===== src/rtl/multicycle_pkg.sv =====
// Shared definitions for the multicycle control unit: state encodings, opcode
// and ALU operation constants, datapath select encodings, control word struct.
// Latency: n/a (types and pure functions). Backpressure: n/a.
package multicycle_pkg;

  typedef enum logic [3:0] {
    ST_IDLE     = 4'd0,
    ST_FETCH0   = 4'd1,
    ST_FETCH1   = 4'd2,
    ST_FETCH2   = 4'd3,
    ST_DECODE   = 4'd4,
    ST_EXEC_R   = 4'd5,
    ST_EXEC_I   = 4'd6,
    ST_WB       = 4'd7,
    ST_MEM_ADDR = 4'd8,
    ST_MEM_RD   = 4'd9,
    ST_LD_WB    = 4'd10,
    ST_MEM_WR   = 4'd11,
    ST_BR_EVAL  = 4'd12,
    ST_JUMP     = 4'd13,
    ST_TRAP     = 4'd14
  } state_t;

  // Opcodes (IR[31:26])
  localparam logic [5:0] OP_RTYPE    = 6'b000000;
  localparam logic [5:0] OP_SPECIAL2 = 6'b011100;
  localparam logic [5:0] OP_ADDI     = 6'b001000;
  localparam logic [5:0] OP_ADDIU    = 6'b001001;
  localparam logic [5:0] OP_LW       = 6'b100011;
  localparam logic [5:0] OP_LB       = 6'b100000;
  localparam logic [5:0] OP_LBU      = 6'b100100;
  localparam logic [5:0] OP_SW       = 6'b101011;
  localparam logic [5:0] OP_SB       = 6'b101000;
  localparam logic [5:0] OP_BEQ      = 6'b000100;
  localparam logic [5:0] OP_REGIMM   = 6'b000001;
  localparam logic [5:0] OP_BLEZ     = 6'b000110;
  localparam logic [5:0] OP_BGTZ     = 6'b000111;
  localparam logic [5:0] OP_J        = 6'b000010;

  // SPECIAL2 funct selecting count-leading-ones; anything else is CLZ
  localparam logic [5:0] FN_CLO = 6'b100001;

  // ALU operation codes
  localparam logic [5:0] ALU_ADD  = 6'b100000;
  localparam logic [5:0] ALU_ADDU = 6'b100001;
  localparam logic [5:0] ALU_SUB  = 6'b100010;
  localparam logic [5:0] ALU_CLZ  = 6'b110000;
  localparam logic [5:0] ALU_CLO  = 6'b110001;
  localparam logic [5:0] ALU_IDLE = 6'b111111;

  // ALU B-operand select
  localparam logic [1:0] ASRC_RT   = 2'b00;
  localparam logic [1:0] ASRC_IMM  = 2'b01;
  localparam logic [1:0] ASRC_FOUR = 2'b10;
  localparam logic [1:0] ASRC_IDLE = 2'b11;

  // PC source select
  localparam logic [1:0] PCSRC_ALU    = 2'b00;
  localparam logic [1:0] PCSRC_BRANCH = 2'b01;
  localparam logic [1:0] PCSRC_JUMP   = 2'b10;

  typedef enum logic [2:0] {
    CLS_RTYPE,
    CLS_ITYPE,
    CLS_MEM,
    CLS_BRANCH,
    CLS_JUMP,
    CLS_ILLEGAL
  } op_class_t;

  // One cycle's worth of control outputs. alu_busy marks alu_code as a real
  // operation; when clear the top drives all ones at its own ALU width.
  typedef struct packed {
    logic       reg_write;
    logic       flag_load;
    logic       inst_reg_load;
    logic       mar_load;
    logic       mdr_load;
    logic       pc_load;
    logic       mem_enable;
    logic       rw;
    logic       reg_dst;
    logic       mem_to_reg;
    logic       un_sign;
    logic       byte_sel;
    logic [1:0] alu_src;
    logic [1:0] pc_src;
    logic       alu_busy;
    logic [5:0] alu_code;
  } ctrl_t;

  function automatic ctrl_t ctrl_default();
    ctrl_t c;
    c          = '0;
    c.alu_src  = ASRC_IDLE;
    c.pc_src   = PCSRC_ALU;
    c.alu_code = ALU_IDLE;
    return c;
  endfunction

  function automatic op_class_t classify(input logic [5:0] op);
    op_class_t cls;
    case (op)
      OP_RTYPE, OP_SPECIAL2:               cls = CLS_RTYPE;
      OP_ADDI, OP_ADDIU:                   cls = CLS_ITYPE;
      OP_LW, OP_LB, OP_LBU, OP_SW, OP_SB:  cls = CLS_MEM;
      OP_BEQ, OP_REGIMM, OP_BLEZ, OP_BGTZ: cls = CLS_BRANCH;
      OP_J:                                cls = CLS_JUMP;
      default:                             cls = CLS_ILLEGAL;
    endcase
    return cls;
  endfunction

  function automatic logic is_load(input logic [5:0] op);
    return (op == OP_LW) || (op == OP_LB) || (op == OP_LBU);
  endfunction

  function automatic logic is_byte_load(input logic [5:0] op);
    return (op == OP_LB) || (op == OP_LBU);
  endfunction

endpackage


===== src/rtl/mem_wait_timer.sv =====
// Counts memory wait cycles and flags a timeout when the access overstays.
// Latency: expired is combinational from the registered count and ready.
// Backpressure: none; count saturates at MEM_TIMEOUT, ready holds the count.
// Ports: clk, rst_n (async active-low), clear (hold count at zero),
//        ready (access complete this cycle), expired (timeout this cycle).
module mem_wait_timer #(
  parameter int MEM_TIMEOUT = 15
) (
  input  logic clk,
  input  logic rst_n,
  input  logic clear,
  input  logic ready,
  output logic expired
);

  localparam int CNT_W = (MEM_TIMEOUT < 1) ? 1 : $clog2(MEM_TIMEOUT + 1);
  localparam logic [CNT_W-1:0] LIMIT = CNT_W'(MEM_TIMEOUT);

  logic [CNT_W-1:0] count_q, count_d;

  // Held at zero outside wait states, so entering a wait state always
  // starts from zero without needing an explicit entry pulse.
  always_comb begin
    count_d = count_q;
    if (clear) begin
      count_d = '0;
    end else if (!ready && (count_q != LIMIT)) begin
      count_d = count_q + CNT_W'(1);
    end
  end

  always_ff @(posedge clk or negedge rst_n) begin
    if (!rst_n) begin
      count_q <= '0;
    end else begin
      count_q <= count_d;
    end
  end

  // A ready in the same cycle as the limit completes the access instead.
  assign expired = !clear && !ready && (count_q == LIMIT);

endmodule


===== src/rtl/multicycle_control.sv =====
// Multicycle CPU control FSM: fetch/decode/execute sequencing and datapath strobes.
// Latency: zero-wait R/I 6 cycles, load 7, store 6, branch/jump 5; outputs decode registered state.
// Backpressure: FETCH1/MEM_RD/MEM_WR hold until mem_ready; timeout -> TRAP (or FETCH0).
// Ports: clk, reset (async active-low); opCode/funct from IR; cond_true
//        branch flag; mem_ready memory handshake; register/memory strobes,
//        datapath selects, aluSrc/pcSrc/aluCode, state and sticky trap.
module multicycle_control
  import multicycle_pkg::*;
#(
  parameter int ALU_CODE_W  = 6,
  parameter int MEM_TIMEOUT = 15,
  parameter bit HAS_TRAP    = 1'b1
) (
  input  logic                  clk,
  input  logic                  reset,
  input  logic [5:0]            opCode,
  input  logic [5:0]            funct,
  input  logic                  cond_true,
  input  logic                  mem_ready,
  output logic                  regWrite,
  output logic                  flagLoad,
  output logic                  instRegLoad,
  output logic                  marLoad,
  output logic                  mdrLoad,
  output logic                  pcLoad,
  output logic                  memEnable,
  output logic                  RW,
  output logic                  regDst,
  output logic                  mem_to_reg,
  output logic                  unSign,
  output logic                  byteSel,
  output logic [1:0]            aluSrc,
  output logic [1:0]            pcSrc,
  output logic [ALU_CODE_W-1:0] aluCode,
  output logic [3:0]            state,
  output logic                  trap
);

  // Where illegal opcodes and memory timeouts land.
  localparam state_t FAULT_ST = HAS_TRAP ? ST_TRAP : ST_FETCH0;

  state_t state_q, state_d;
  logic   trap_q, trap_d;
  logic   in_wait;
  logic   mem_expired;
  ctrl_t  ctrl;

  assign in_wait = (state_q == ST_FETCH1) || (state_q == ST_MEM_RD) ||
                   (state_q == ST_MEM_WR);

  mem_wait_timer #(
    .MEM_TIMEOUT (MEM_TIMEOUT)
  ) u_wait_timer (
    .clk     (clk),
    .rst_n   (reset),
    .clear   (!in_wait),
    .ready   (mem_ready),
    .expired (mem_expired)
  );

  // Next-state logic
  always_comb begin
    state_d = state_q;
    case (state_q)
      ST_IDLE:   state_d = ST_FETCH0;
      ST_FETCH0: state_d = ST_FETCH1;
      ST_FETCH1: begin
        if (mem_ready) begin
          state_d = ST_FETCH2;
        end else if (mem_expired) begin
          state_d = FAULT_ST;
        end
      end
      ST_FETCH2: state_d = ST_DECODE;
      ST_DECODE: begin
        case (classify(opCode))
          CLS_RTYPE:  state_d = ST_EXEC_R;
          CLS_ITYPE:  state_d = ST_EXEC_I;
          CLS_MEM:    state_d = ST_MEM_ADDR;
          CLS_BRANCH: state_d = ST_BR_EVAL;
          CLS_JUMP:   state_d = ST_JUMP;
          default:    state_d = FAULT_ST;
        endcase
      end
      ST_EXEC_R, ST_EXEC_I: state_d = ST_WB;
      ST_WB:                state_d = ST_FETCH0;
      // Only memory opcodes reach here; anything not a load is a store.
      ST_MEM_ADDR: state_d = is_load(opCode) ? ST_MEM_RD : ST_MEM_WR;
      ST_MEM_RD: begin
        if (mem_ready) begin
          state_d = ST_LD_WB;
        end else if (mem_expired) begin
          state_d = FAULT_ST;
        end
      end
      ST_LD_WB: state_d = ST_FETCH0;
      ST_MEM_WR: begin
        if (mem_ready) begin
          state_d = ST_FETCH0;
        end else if (mem_expired) begin
          state_d = FAULT_ST;
        end
      end
      ST_BR_EVAL, ST_JUMP: state_d = ST_FETCH0;
      ST_TRAP:             state_d = ST_TRAP;
      default:             state_d = ST_FETCH0;
    endcase
    trap_d = trap_q | (state_d == ST_TRAP);
  end

  always_ff @(posedge clk or negedge reset) begin
    if (!reset) begin
      state_q <= ST_IDLE;
      trap_q  <= 1'b0;
    end else begin
      state_q <= state_d;
      trap_q  <= trap_d;
    end
  end

  // Output decode: registered state plus the stable IR fields; cond_true
  // only reaches pcLoad in BR_EVAL.
  always_comb begin
    ctrl = ctrl_default();
    case (state_q)
      ST_FETCH0: ctrl.mar_load = 1'b1;
      ST_FETCH1: begin
        ctrl.mem_enable = 1'b1;
        ctrl.rw         = 1'b1;
      end
      ST_FETCH2: begin
        ctrl.inst_reg_load = 1'b1;
        ctrl.pc_load       = 1'b1;
        ctrl.alu_src       = ASRC_FOUR;
        ctrl.alu_busy      = 1'b1;
        ctrl.alu_code      = ALU_ADDU;
        ctrl.pc_src        = PCSRC_ALU;
      end
      ST_EXEC_R: begin
        ctrl.alu_src   = ASRC_RT;
        ctrl.flag_load = 1'b1;
        ctrl.alu_busy  = 1'b1;
        if (opCode == OP_SPECIAL2) begin
          ctrl.alu_code = (funct == FN_CLO) ? ALU_CLO : ALU_CLZ;
        end else begin
          ctrl.alu_code = funct;
        end
      end
      ST_EXEC_I: begin
        ctrl.alu_src   = ASRC_IMM;
        ctrl.flag_load = 1'b1;
        ctrl.alu_busy  = 1'b1;
        ctrl.alu_code  = (opCode == OP_ADDIU) ? ALU_ADDU : ALU_ADD;
        ctrl.un_sign   = (opCode == OP_ADDIU);
      end
      ST_WB: begin
        ctrl.reg_write = 1'b1;
        ctrl.reg_dst   = (classify(opCode) == CLS_RTYPE);
      end
      ST_MEM_ADDR: begin
        ctrl.alu_src  = ASRC_IMM;
        ctrl.alu_busy = 1'b1;
        ctrl.alu_code = ALU_ADDU;
        ctrl.mar_load = 1'b1;
      end
      ST_MEM_RD: begin
        ctrl.mem_enable = 1'b1;
        ctrl.rw         = 1'b1;
        ctrl.mdr_load   = 1'b1;
        ctrl.byte_sel   = is_byte_load(opCode);
        ctrl.un_sign    = (opCode == OP_LBU);
      end
      ST_LD_WB: begin
        ctrl.reg_write  = 1'b1;
        ctrl.mem_to_reg = 1'b1;
        ctrl.byte_sel   = is_byte_load(opCode);
        ctrl.un_sign    = (opCode == OP_LBU);
      end
      ST_MEM_WR: begin
        ctrl.mem_enable = 1'b1;
        ctrl.byte_sel   = (opCode == OP_SB);
      end
      ST_BR_EVAL: begin
        ctrl.alu_src   = ASRC_RT;
        ctrl.alu_busy  = 1'b1;
        ctrl.alu_code  = ALU_SUB;
        ctrl.flag_load = 1'b1;
        ctrl.pc_load   = cond_true;
        ctrl.pc_src    = PCSRC_BRANCH;
      end
      ST_JUMP: begin
        ctrl.pc_load = 1'b1;
        ctrl.pc_src  = PCSRC_JUMP;
      end
      default: ;
    endcase
  end

  assign regWrite    = ctrl.reg_write;
  assign flagLoad    = ctrl.flag_load;
  assign instRegLoad = ctrl.inst_reg_load;
  assign marLoad     = ctrl.mar_load;
  assign mdrLoad     = ctrl.mdr_load;
  assign pcLoad      = ctrl.pc_load;
  assign memEnable   = ctrl.mem_enable;
  assign RW          = ctrl.rw;
  assign regDst      = ctrl.reg_dst;
  assign mem_to_reg  = ctrl.mem_to_reg;
  assign unSign      = ctrl.un_sign;
  assign byteSel     = ctrl.byte_sel;
  assign aluSrc      = ctrl.alu_src;
  assign pcSrc       = ctrl.pc_src;
  // Idle is all ones at the configured width; real codes zero-extend/truncate.
  assign aluCode     = ctrl.alu_busy ? ALU_CODE_W'(ctrl.alu_code) : '1;
  assign state       = state_q;
  assign trap        = trap_q;

endmodule


===== config.mk =====
export PLATFORM = sky130hd
export DESIGN_NAME = multicycle_control
export DESIGN_NICKNAME = d
export VERILOG_FILES = /design/src/rtl/multicycle_pkg.sv /design/src/rtl/mem_wait_timer.sv /design/src/rtl/multicycle_control.sv
export SDC_FILE = /design/constraint.sdc
export NUM_CORES = 1
export LEC_CHECK = 0
export CAP_MARGIN = 40
export CORE_ASPECT_RATIO = 2
export CORE_MARGIN = 2
export CORE_UTILIZATION = 45
export CTS_CLUSTER_DIAMETER = 80
export DETAILED_ROUTE_END_ITERATION = 8
export HOLD_SLACK_MARGIN = 0.15
export PLACE_DENSITY = 0.81
export SLEW_MARGIN = 20
export SYNTH_ARGS = -nofsm -noshare
export SYNTH_HDL_FRONTEND = slang
export SYNTH_SLANG_ARGS = --single-unit

===== constraint.sdc =====
create_clock -name clk -period 2.4 [get_ports clk]
set_clock_uncertainty 0.15 [all_clocks]
set_input_delay 0.24 -clock clk [delete_from_list [all_inputs] [get_ports clk]]
set_output_delay 0.24 -clock clk [all_outputs]
set_load 0.05 [all_outputs]

Word-level counts from Yosys, hierarchy flattened:

Memories as Yosys holds them, arrays and structs flattened.
Cells that the tools add are included.

* register bits: 9
* memories kept: 2
* word-level logic and storage cells: 88
* bits in read-only memories: 384
* RAM bits: 0
* input port bits: 16
* bits in latches: 0

* bitwise logic cells: 1
* eq/ne operators: 29
* multiplexer cells: 30
* multipliers: 0
* order comparisons: 0
* shifts and indexed selects: 0
* add/sub/neg operators: 1
* reductions and logical operators: 22
* div/mod/pow operators: 0

Memory list
* (name not given): words 64, width 3, rd ports 1, clocked after Yosys merged registers in 0, write ports 0, RTL line multicycle_pkg.sv:103 `case (op)`
* (name not given): words 64, width 3, rd ports 1, clocked after Yosys merged registers in 0, write ports 0, RTL line multicycle_pkg.sv:103

Operators with widths (number)
* $eq 4x4->1 const B: 9
* $pmux 4 s9: 1
* $eq 6x6->1 const B: 5
* $pmux 7 s4: 1
* $mux 4: 6
* $pmux 4 s5: 1
* $reduce_or 2->1: 9
* $eq 4x3->1 const B: 4
* $mux 6: 2
* $mux 1: 11
* $eq 4x2->1 const B: 2
* $eq 3x2->1 const B: 2
* $eq 6x4->1 const B: 1
* $eq 6x5->1 const B: 1
* $logic_not 3->1: 2
* $mux 3: 2
* $pmux 1 s2: 3
* $pmux 2 s3: 1
* $reduce_or 3->1: 2
* $logic_or 1x1->1: 5
* $add 4x1->4 const B: 1
* $eq 4x1->1 const B: 1
* $ne 4x4->1 const B: 1
* $pmux 2 s2: 1
* other kinds (7): 9

Depth between registers and ports, before layout:

Gate-level depths: netlist (run 1).

* depth after elaboration: 10
* depth in mapped cells: 8

Hierarchy:

From an unflattened synthesis (run 1), not the netlist that was laid out.

* cell total of the unflattened synthesis: 171
* area, all modules: 1227.4 µm²

Modules (own cells, without submodules)
* multicycle_control: area an instance 1022.2 µm², instances 1, cells each 151, seq. area each 125.1 µm²
* mem_wait_timer: area an instance 205.2 µm², instances 1, cells each 20, seq. area each 100.1 µm²

Worst setup path before layout (run 1):

OpenSTA, ideal clock, no wires.

* path type: reg-to-output
* start: reg state_q[2] (netlist: state[2])
* end: out regDst
* setup slack: -0.686 ns
* data required time: 2.010 ns
* cell stages (with the launch flop): 4
* data arrival time: 2.696 ns
* path buffers: 1
* cells stage by stage: dfrtp_1 buf_2 nand2b_1 nor4b_1

* cells in the longest elaborated chain, start to end: 2

Ends and longest elaborated chain
* start, declared: RTL line multicycle_control.sv:42 `state_t state_q, state_d;`
* start signal, assigned: RTL line multicycle_control.sv:116 `state_q <= state_d;`
* $eq 4x3->1: RTL line multicycle_control.sv:125 `case (state_q)`
* $mux 1: RTL line multicycle_control.sv:125
* end, declared: RTL line multicycle_control.sv:28 `output logic regDst,`

No other way between the ends.

Worst setup path after layout (run 1):

* start: in opCode[3]
* end: out aluCode[4]

* cells in the longest elaborated chain, start to end: 4

Ends and longest elaborated chain
* start, declared: RTL line multicycle_control.sv:16 `input logic [5:0] opCode,`
* $eq 6x5->1: RTL line multicycle_control.sv:143 `if (opCode == OP_SPECIAL2) begin`
* $mux 6: RTL line multicycle_control.sv:143
* $pmux 7 s4: RTL line multicycle_control.sv:125
* $mux 6: RTL line multicycle_control.sv:214 `assign aluCode = ctrl.alu_busy ? ALU_CODE_W'(ctrl.alu_code) : '1;`
* end, declared: RTL line multicycle_control.sv:34 `output logic [ALU_CODE_W-1:0] aluCode,`

No other way between the ends.

==> results.py, run 1 <==
metrics = {
    "status": {
        "status": "complete, but fails checks",
        "violations": "negative setup slack",
    },
    "clock_network": {
        "numClockSinks": 9,
        "clk_latency_ns": 0.23,
        "cts_buffer_depth": 2,
        "cts-buffers-inserted": 3,
        "cts_root_buffer": "clkbuf_8",
        "cts_tree": "built",
        "cts_max_level": 1,
        "clkTransAtPathRegs_ns": 0.04,
    },
    "placement": {
        "io_buffers": 42,
        "dp_cells": 256,
        "gp_congestion": 0.886,
        "dp_hpwl_mm": 3.16,
    },
    "setup_path": {
        "cp_max_fo": 4,
        "worstSetupPathType": "in2out",
        "reg2reg_from": "state[3]",
        "required_ns": 2.01,
        "cp-start-kind": "primary input",
        "critPathCaptureType": "primary output",
        "worstSetupStartpoint": "opCode[3]",
        "arrival_ns": 2.01,
    },
    "synth": {
        "async_reset_ff_share_pct": 100,
        "synth_compound_area_share_pct": 29.1,
        "avgSynthCellArea_sq_um": 7.01,
        "synth.cell_area_sq_um": 1230,
        "ys.flop_type": "dfrtp_1",
        "yosysSeqAreaShare_pct": 18.4,
        "syn_inst": 175,
        "synth_xor_area_share_pct": 2.86,
        "synth-adder-area-share_pct": 5.10,
        "synthesis.nets": 196,
        "yosys.area_share.simple_pct": 34.5,
        "synth_cell_types": 51,
        "synth_edf_count": 0,
        "synth_top_family_by_area": "simple AND/OR/NAND/NOR gates",
        "synth_seq_cells": 9,
        "ys_warn_count": 0,
        "synth_mux_area_share_pct": 2.86,
    },
    "floorplanning": {
        "core_sq_um": 2570,
        "num_rows": 26,
        "dieArea_sq_um": 3180,
        "start_util_pct": 47.7,
        "io_pins": 43,
        "die_x_um": 40.9,
        "die-height_um": 77.8,
    },
    "grt": {
        "antenna_found_initial": 0,
        "grt_max_degree": 16,
        "grt_pass1_wl_mm": 6.89,
        "grt_pass1_vias": 1587,
        "gr-usage-all-layers_pct": 29.9,
        "grt_overflow": 0,
    },
    "power_and_ir_drop": {
        "finalPower_mw": 2.89,
        "ir_drop_mv": 1.13,
        "power.leakage_nw": 0.934,
        "pwr_density_cell_nw_per_um2": 1320,
    },
    "timing": {
        "maxSlewHeadroom_pct": 66.9,
        "tightest_slew_ns": 0.495,
        "hold_slack_ns": 0.152,
        "tns_ns": -0.000571,
        "slew_violations": 0,
        "fin_crit_ns": 2.40,
        "period_share_pct": 100,
        "finalHoldViolCount": 0,
        "setup_viol": 1,
        "setup_ws_ns": -0.000571,
        "max_freq_mhz": 417,
    },
    "finish": {
        "final_core_util_pct": 85.1,
        "syn_to_final_growth_pct": 78.4,
        "antennaDiodeCount": 0,
        "multiInputGateArea_sq_um": 1040,
        "nFillCells": 136,
        "fin_cells": 263,
        "nets": 257,
        "drive_above_1_share_pct": 37.0,
        "seqCellArea_sq_um": 228,
    },
    "routing": {
        "drc_errors": 0,
        "drt_iter0_markers": 70,
        "dr.pass1.iters": 4,
        "antenna_left": 0,
        "post_drt_wl_per_cell_um": 16.4,
        "postRouteWirelength_mm": 4.31,
        "vias": 1561,
        "avgViaCountPerCell": 5.94,
    },
    "worst_hold_path": {
        "hold_path.class": "in2async",
    },
    "job": {
        "cap_violations": 0,
    },
}
==> worst paths after layout <==
check                                               end  slack (ns)  depth (start not counted)
max in group asynchronous                      state[1]        1.64                          1
min in group clk                                   trap        0.32                          1
worst min-delay path            u_wait_timer.count_q[0]        0.15                          1
worst max-delay path                         aluCode[4]     -0.0006                          9
worst min register to register                     trap        0.32                          1
worst max register to register                     trap        0.31                          5
==> routing by layer <==
layer	wire, um	vias to the layer above	track usage [%]	share of wire [%]
li1	-	752	-	-
met1	1500	732	31.9	35
met2	2530	61	51.9	59
met3	135	16	2.29	3.1
met4	143	0	15.7	3.3
met5	0	-	0	0
==> sequential cells by signal, summed over array words and instances, names as in the netlist <==
name                  cells
state                     4
trap                      1
u_wait_timer.count_q      4
==> stage by stage <==
stage / setup WS (ns) / instance area, sq um
after floorplan: -0.124 / 1270
after global placement: -0.137 / 2020
after detailed placement: -0.229 / 2020
after CTS: 0.0312 / 2130
after global routing: -0.0548 / 2190
final: -0.000571 / 2190
==> where the power goes <==
part           internal, mW  total [mW]  leakage [nW]  switching, mW
logic                  1.03        2.42         0.797           1.39
clock network         0.116       0.174        0.0228         0.0580
registers             0.202       0.294         0.114         0.0920
==> layout make-up <==
type,instances,share of cell area [%]
clock buffer,4,2.06
inverter,6,1.03
multi-input combinational,147,47.5
sequential,9,10.4
tap,28,1.60
timing repair buffer,69,37.4
==> placed cells by master (no fill, tap or decap), types with 4 or more instances in the layout <==
cell,instances
a21oi_1,17
a21oi_2,4
a31oi_1,4
buf_12,18
buf_4,29
clkdlybuf4s50_1,17
dfrtp_1,7
nand2_1,14
nand2b_1,7
nor2_1,17
nor3_1,6
o21ai_0,7
o21ai_1,4
==> cells by family (layout without fill, tap and decap cells) <==
logic type               Yosys count  in the layout
AND/OR/NAND/NOR                   79             79
AO/OA/AOI/OAI                     56             56
buffers and inverters             19             79
flip-flops                         9              9
adder cells (fa/ha/maj)            5              5
XOR/XNOR                           4              4
multiplexers                       3              3
==> timing repair <==
action | 4_1_cts | 5_1_grt
endpoints found under the setup margin | 7 | 7
gates resized for setup | 13 | 16
hold buffers | 0 | 0
pin swaps | 2 | 6
setup buffers | 3 | 0
==> cell usage after synthesis, types with 2 or more instances <==
library cell,count,area share [%]
a21oi_1,20,8.2
nor2_1,20,6.1
nand2_1,14,4.3
o21ai_0,14,5.7
dfrtp_1,9,18
clkbuf_1,7,2.1
nand2b_1,7,3.6
nor3_1,7,2.9
ha_1,5,5.1
inv_1,5,1.5
nor2b_1,5,2.6
a31oi_1,4,2.0
nand3_1,4,1.6
and2_1,3,1.5
nor3b_1,3,1.8
o21ba_2,3,2.4
and2b_1,2,1.2
buf_4,2,1.2
mux2i_1,2,1.6
nand3b_1,2,1.2
nand4_1,2,1.0
o211ai_1,2,1.2
o22ai_1,2,1.0
or3_1,2,1.0
xnor2_1,2,1.4
xor2_1,2,1.4
==> critical path, stage by stage <==
cell             delay (ns)
clkdlybuf4s50_1        0.48
and3b_2                0.24
nand3_4                0.09
buf_6                  0.15
nor3b_2                0.15
o21ai_1                0.17
a21oi_1                0.09
nor2_1                 0.20
clkbuf_16              0.21
Note: power is estimated with default switching activity, not from simulation.
==> run 2, diff against run 1 <==
Settings changed: SETUP_SLACK_MARGIN from default to 0.05.
==> run 2 against run 1 <==
  * The flow now finishes without violations
  * Largest cell class unchanged
  * Critical path type unchanged
  * Sequential share of layout area about the same
  * Utilization decreased by 0.39 points
  * Clock power about the same
  * Via count increased by 3.7%
==> results.py, run 2 (synthesized netlist as in run 1, its figures left out) <==
metrics = {
    "setup_path": {
        "arrival_ns": 1.96,
        "cpPeakStageDelay_ns": 0.45,
        "worstSetupPathType": "in2out",
        "critPathCaptureType": "primary output",
        "cp_top_family": "buffers and inverters",
        "cp_num_buf_inv": 4,
        "crit_chain": "clkdlybuf4s50_1, inv_2, ha_4, nand2_1, buf_4, o21bai_1, o21ai_2, nor4b_4, buf_12",
        "cp_max_fo": 4,
        "cp-start-kind": "primary input",
        "slowest_stage": "clkdlybuf4s50_1",
        "required_ns": 2.01,
    },
    "job": {
        "cap_violations": 0,
    },
    "placement": {
        "pre_cts_ws_ns": -0.265,
        "gp_congestion": 0.864,
        "io_buffers": 42,
        "dp_hpwl_mm": 3.29,
    },
    "worst_hold_path": {
        "hold_path.class": "in2async",
    },
    "floorplanning": {
        "start_util_pct": 47.7,
        "die_x_um": 40.9,
        "die-height_um": 77.8,
        "core_sq_um": 2570,
        "io_pins": 43,
        "num_rows": 26,
        "dieArea_sq_um": 3180,
    },
    "clock_network": {
        "cts_max_level": 1,
        "cts-buffers-inserted": 3,
        "clk_latency_ns": 0.23,
        "cts_buffer_depth": 2,
        "ctsHoldBuffers": 0,
        "numClockSinks": 9,
        "clkTransAtPathRegs_ns": 0.04,
        "cts_root_buffer": "clkbuf_8",
        "cts_tree": "built",
    },
    "timing": {
        "tns_ns": 0,
        "setup_ws_ns": 0.0474,
        "maxSlewHeadroom_pct": 63.7,
        "rsz0062_at_grt": "yes",
        "slew_violations": 0,
        "max_freq_mhz": 425,
        "tightest_slew_ns": 0.542,
        "setup_viol": 0,
        "fin_crit_ns": 2.35,
        "period_share_pct": 98.0,
        "finalHoldViolCount": 0,
    },
    "finish": {
        "final_cell_mix": "33 x buf_4, 18 x clkdlybuf4s50_1, 18 x buf_12, 16 x a21oi_1",
        "syn_to_final_growth_pct": 77.6,
        "nets": 259,
        "nFillCells": 159,
        "drive_above_1_share_pct": 38.4,
        "final_common_cell": "buf_4",
        "antennaDiodeCount": 0,
    },
    "grt": {
        "grt_pass1_vias": 1575,
        "grt_overflow": 0,
        "antenna_found_initial": 0,
        "gr-usage-all-layers_pct": 30.2,
        "grt_pass1_wl_mm": 6.96,
        "grt_max_degree": 14,
    },
    "routing": {
        "dr.pass1.iters": 4,
        "postRouteWirelength_mm": 4.22,
        "avgViaCountPerCell": 6.11,
        "post_drt_wl_per_cell_um": 15.9,
        "drt_iter0_markers": 35,
        "drc_errors": 0,
        "vias": 1618,
        "antenna_left": 0,
    },
    "power_and_ir_drop": {
        "ir_drop_mv": 0.985,
        "finalPower_mw": 2.90,
        "power.leakage_nw": 0.922,
        "pwr_density_cell_nw_per_um2": 1330,
    },
    "status": {
        "status": "complete, no violations",
    },
}
## run 2: cell count changes in the layout (fill, tap and decap cells not counted), sizes merged
cell / before / now
buf: 48 / 51
clkbuf: 5 / 4
clkdlybuf4s50: 17 / 18
dlymetal6s2s: 2 / 1
## run 2: report_power, final
group | internal [mW] | switching [mW] | total [mW]
logic | 1.01 | 1.42 | 2.43
registers | 0.202 | 0.0847 | 0.287
clock network | 0.116 | 0.0581 | 0.174
## run 2: through the flow
step	util [%]	cell area, sq um	hold WS (ns)	instances
2_1_floorplan	-	1280	-0.206	175
3_3_place_gp	79.6	2040	0.302	259
3_5_place_dp	79.6	2040	0.317	259
4_1_cts	83.3	2140	0.165	264
5_1_grt	84.7	2180	0.208	265
6_report	84.7	2180	0.161	265
## run 2: layout make-up
cell class | instances | area [sq um] | share of cell area [%]
Clock buffer | 4 | 45.0 | 2.07
Inverter | 6 | 22.5 | 1.03
Multi-Input combinational cell | 147 | 1040 | 47.6
Sequential cell | 9 | 228 | 10.5
Tap cell | 28 | 35.0 | 1.61
Timing Repair Buffer | 71 | 810 | 37.2
## run 2: what timing repair did
item,in CTS,in global routing
endpoints found under the setup margin,7,8
pin swaps,2,4
resized for setup,14,9
setup buffers,1,1
## run 2: layer usage
metal / share of wire [%] / global-route usage (%)
met1: 34 / 33.6
met2: 56 / 50.3
met3: 4.4 / 3.14
met4: 5.0 / 16.7
met5: 0 / 0
## run 2: worst reg2reg max path, delay by kind of cell, from the launching register on
kind,cells,cell delay (ns)
flops,1,0.57
compound gates,3,0.59
simple gates,2,0.49
buf+inv,1,0.24
## run 2: final timing paths
kind	from	end	slack (ns)	cells past startpoint
max	opCode[1]	regDst	0.05	9
min	reset	trap	0.16	1
max reg2reg	state[3]	trap	0.29	6
min reg2reg	trap	trap	0.34	1
max in group asynchronous	reset	state[0]	1.63	1
min in group clk	trap	trap	0.34	1
==> run 3, diff against run 2 <==
Settings changed: ABC_CLOCK_PERIOD_IN_PS from default to 2400, SKIP_CTS_REPAIR_TIMING from default to 1.
==> run 3 against run 2 <==
  * First-iteration DRC count increased by 37%
  * Non-clock buffer count decreased by 2
  * Sequential power about the same
  * Worst setup slack improved by 0.033 ns
  * Die area unchanged
  * Total power about the same
  * Critical path type is now in2reg
==> results.py, run 3 (synthesized netlist as in run 1, its figures left out) <==
metrics = {
    "floorplanning": {
        "die-height_um": 77.8,
        "core_sq_um": 2570,
        "die_x_um": 40.9,
        "io_pins": 43,
        "num_rows": 26,
        "dieArea_sq_um": 3180,
        "start_util_pct": 47.7,
    },
    "setup_path": {
        "critPathCaptureType": "register",
        "cp-start-kind": "primary input",
        "slowest_stage": "clkdlybuf4s50_1",
        "arrival_ns": 2.34,
        "cp_max_fo": 7,
        "cpPeakStageDelay_ns": 0.63,
        "required_ns": 2.42,
        "cp_num_buf_inv": 1,
        "crit_chain": "clkdlybuf4s50_1, and2b_1, o21ai_0, or3b_1, a31oi_2, a311o_1, a41o_1",
        "worstSetupPathType": "in2reg",
        "cp_top_family": "compound AO/OA/AOI/OAI gates",
    },
    "placement": {
        "dp_cells": 259,
        "dp_hpwl_mm": 3.29,
        "io_buffers": 42,
        "pre_cts_ws_ns": -0.265,
        "gp_congestion": 0.864,
    },
    "timing": {
        "maxSlewHeadroom_pct": 62.5,
        "period_share_pct": 96.6,
        "setup_viol": 0,
        "tightest_slew_ns": 0.560,
        "fin_crit_ns": 2.32,
        "rsz0062_at_grt": "yes",
        "max_freq_mhz": 431,
        "slew_violations": 0,
        "setup_ws_ns": 0.0805,
        "finalHoldViolCount": 0,
    },
    "routing": {
        "vias": 1600,
        "post_drt_wl_per_cell_um": 15.8,
        "postRouteWirelength_mm": 4.16,
        "dr.pass1.iters": 4,
        "avgViaCountPerCell": 6.08,
        "drc_errors": 0,
        "drt_iter0_markers": 48,
        "antenna_left": 0,
    },
    "grt": {
        "antenna_found_initial": 0,
        "grt_pass1_vias": 1583,
        "gr-usage-all-layers_pct": 29.6,
        "grt_pass1_wl_mm": 6.85,
        "grt_max_degree": 14,
        "grt_overflow": 0,
    },
    "power_and_ir_drop": {
        "comb_power_share_pct": 84.2,
        "ir_drop_mv": 0.987,
        "power.leakage_nw": 0.930,
        "pwr_density_cell_nw_per_um2": 1330,
        "p_clk_share_pct": 6.0,
        "intPower_mw": 1.33,
        "seqPwrFrac_pct": 9.8,
        "switching_share_pct": 54.1,
        "p_sw_mw": 1.57,
    },
    "clock_network": {
        "clkTransAtPathRegs_ns": 0.04,
        "clk_latency_ns": 0.23,
        "cts-buffers-inserted": 3,
        "cts_root_buffer": "clkbuf_8",
        "cts_buffer_depth": 2,
        "cts_max_level": 1,
        "cts_tree": "built",
        "numClockSinks": 9,
    },
    "finish": {
        "final_cell_mix": "31 x buf_4, 18 x buf_12, 17 x clkdlybuf4s50_1, 15 x a21oi_1",
        "final_core_util_pct": 84.9,
        "nets": 257,
        "fin_cells": 263,
        "final_common_cell": "buf_4",
        "antennaDiodeCount": 0,
        "drive_above_1_share_pct": 38.3,
        "syn_to_final_growth_pct": 78.0,
    },
    "status": {
        "status": "complete, no violations",
    },
    "worst_hold_path": {
        "hold_path.class": "in2async",
    },
    "job": {
        "cap_violations": 0,
    },
}
[run 3: changes by cell type in the layout (fill, tap and decap cells not counted)]
cell	change
buf_4	-2
dlymetal6s2s_1	+2
a21oi_1	-1
a21oi_2	+1
clkdlybuf4s50_1	-1
dlygate4sd2_1	-1
ha_2	-1
ha_4	+1
o21ai_0	+1
o21ai_1	-1
[run 3: layer usage]
layer / GRT usage, % / routed length [um] / vias to the layer above
li1: - / - / 752
met1: 32.7 / 1480 / 765
met2: 49.8 / 2310 / 62
met3: 2.86 / 162 / 21
met4: 16.0 / 205 / 0
met5: 0 / 0 / -
[run 3: layout make-up]
| cell class | instances | area (sq um) |
|---|---|---|
| clock buffer | 4 | 45.0 |
| fill | 153 | 388 |
| inverter | 6 | 22.5 |
| multi-input combinational | 147 | 1050 |
| sequential | 9 | 228 |
| tap | 28 | 35.0 |
| timing repair buffer | 69 | 801 |
[run 3: stage by stage]
| stage | setup TNS (ns) | hold slack [ns] | power, mW | instance area (sq um) |
|---|---|---|---|---|
| floorplan | -0.318 | -0.206 | 1.68 | 1280 |
| global placement | -0.304 | 0.302 | 2.60 | 2040 |
| detailed placement | -0.776 | 0.317 | 2.66 | 2040 |
| CTS | -0.513 | 0.165 | 2.84 | 2090 |
| global route | 0 | 0.207 | 3.04 | 2180 |
| finish | 0 | 0.153 | 2.90 | 2180 |
[run 3: worst paths after layout]
check	startpoint	slack, ns	endpoint	cells past startpoint
setup reg to reg	state[3]	0.27	trap	6
hold / removal	reset	0.15	trap	1
min in group clk	trap	0.34	trap	1
max in group asynchronous	reset	1.64	state[0]	1
hold reg to reg	trap	0.34	trap	1
setup / recovery	opCode[2]	0.08	trap	7
[run 3: power groups by stage]
stage | Clock (mW) | Combinational, mW | Sequential, mW
floorplan | 0 | 1.32 | 0.367
global placement | 0 | 2.33 | 0.272
detailed placement | 0 | 2.38 | 0.279
CTS | 0.175 | 2.39 | 0.278
global route | 0.187 | 2.57 | 0.290
finish | 0.174 | 2.44 | 0.285
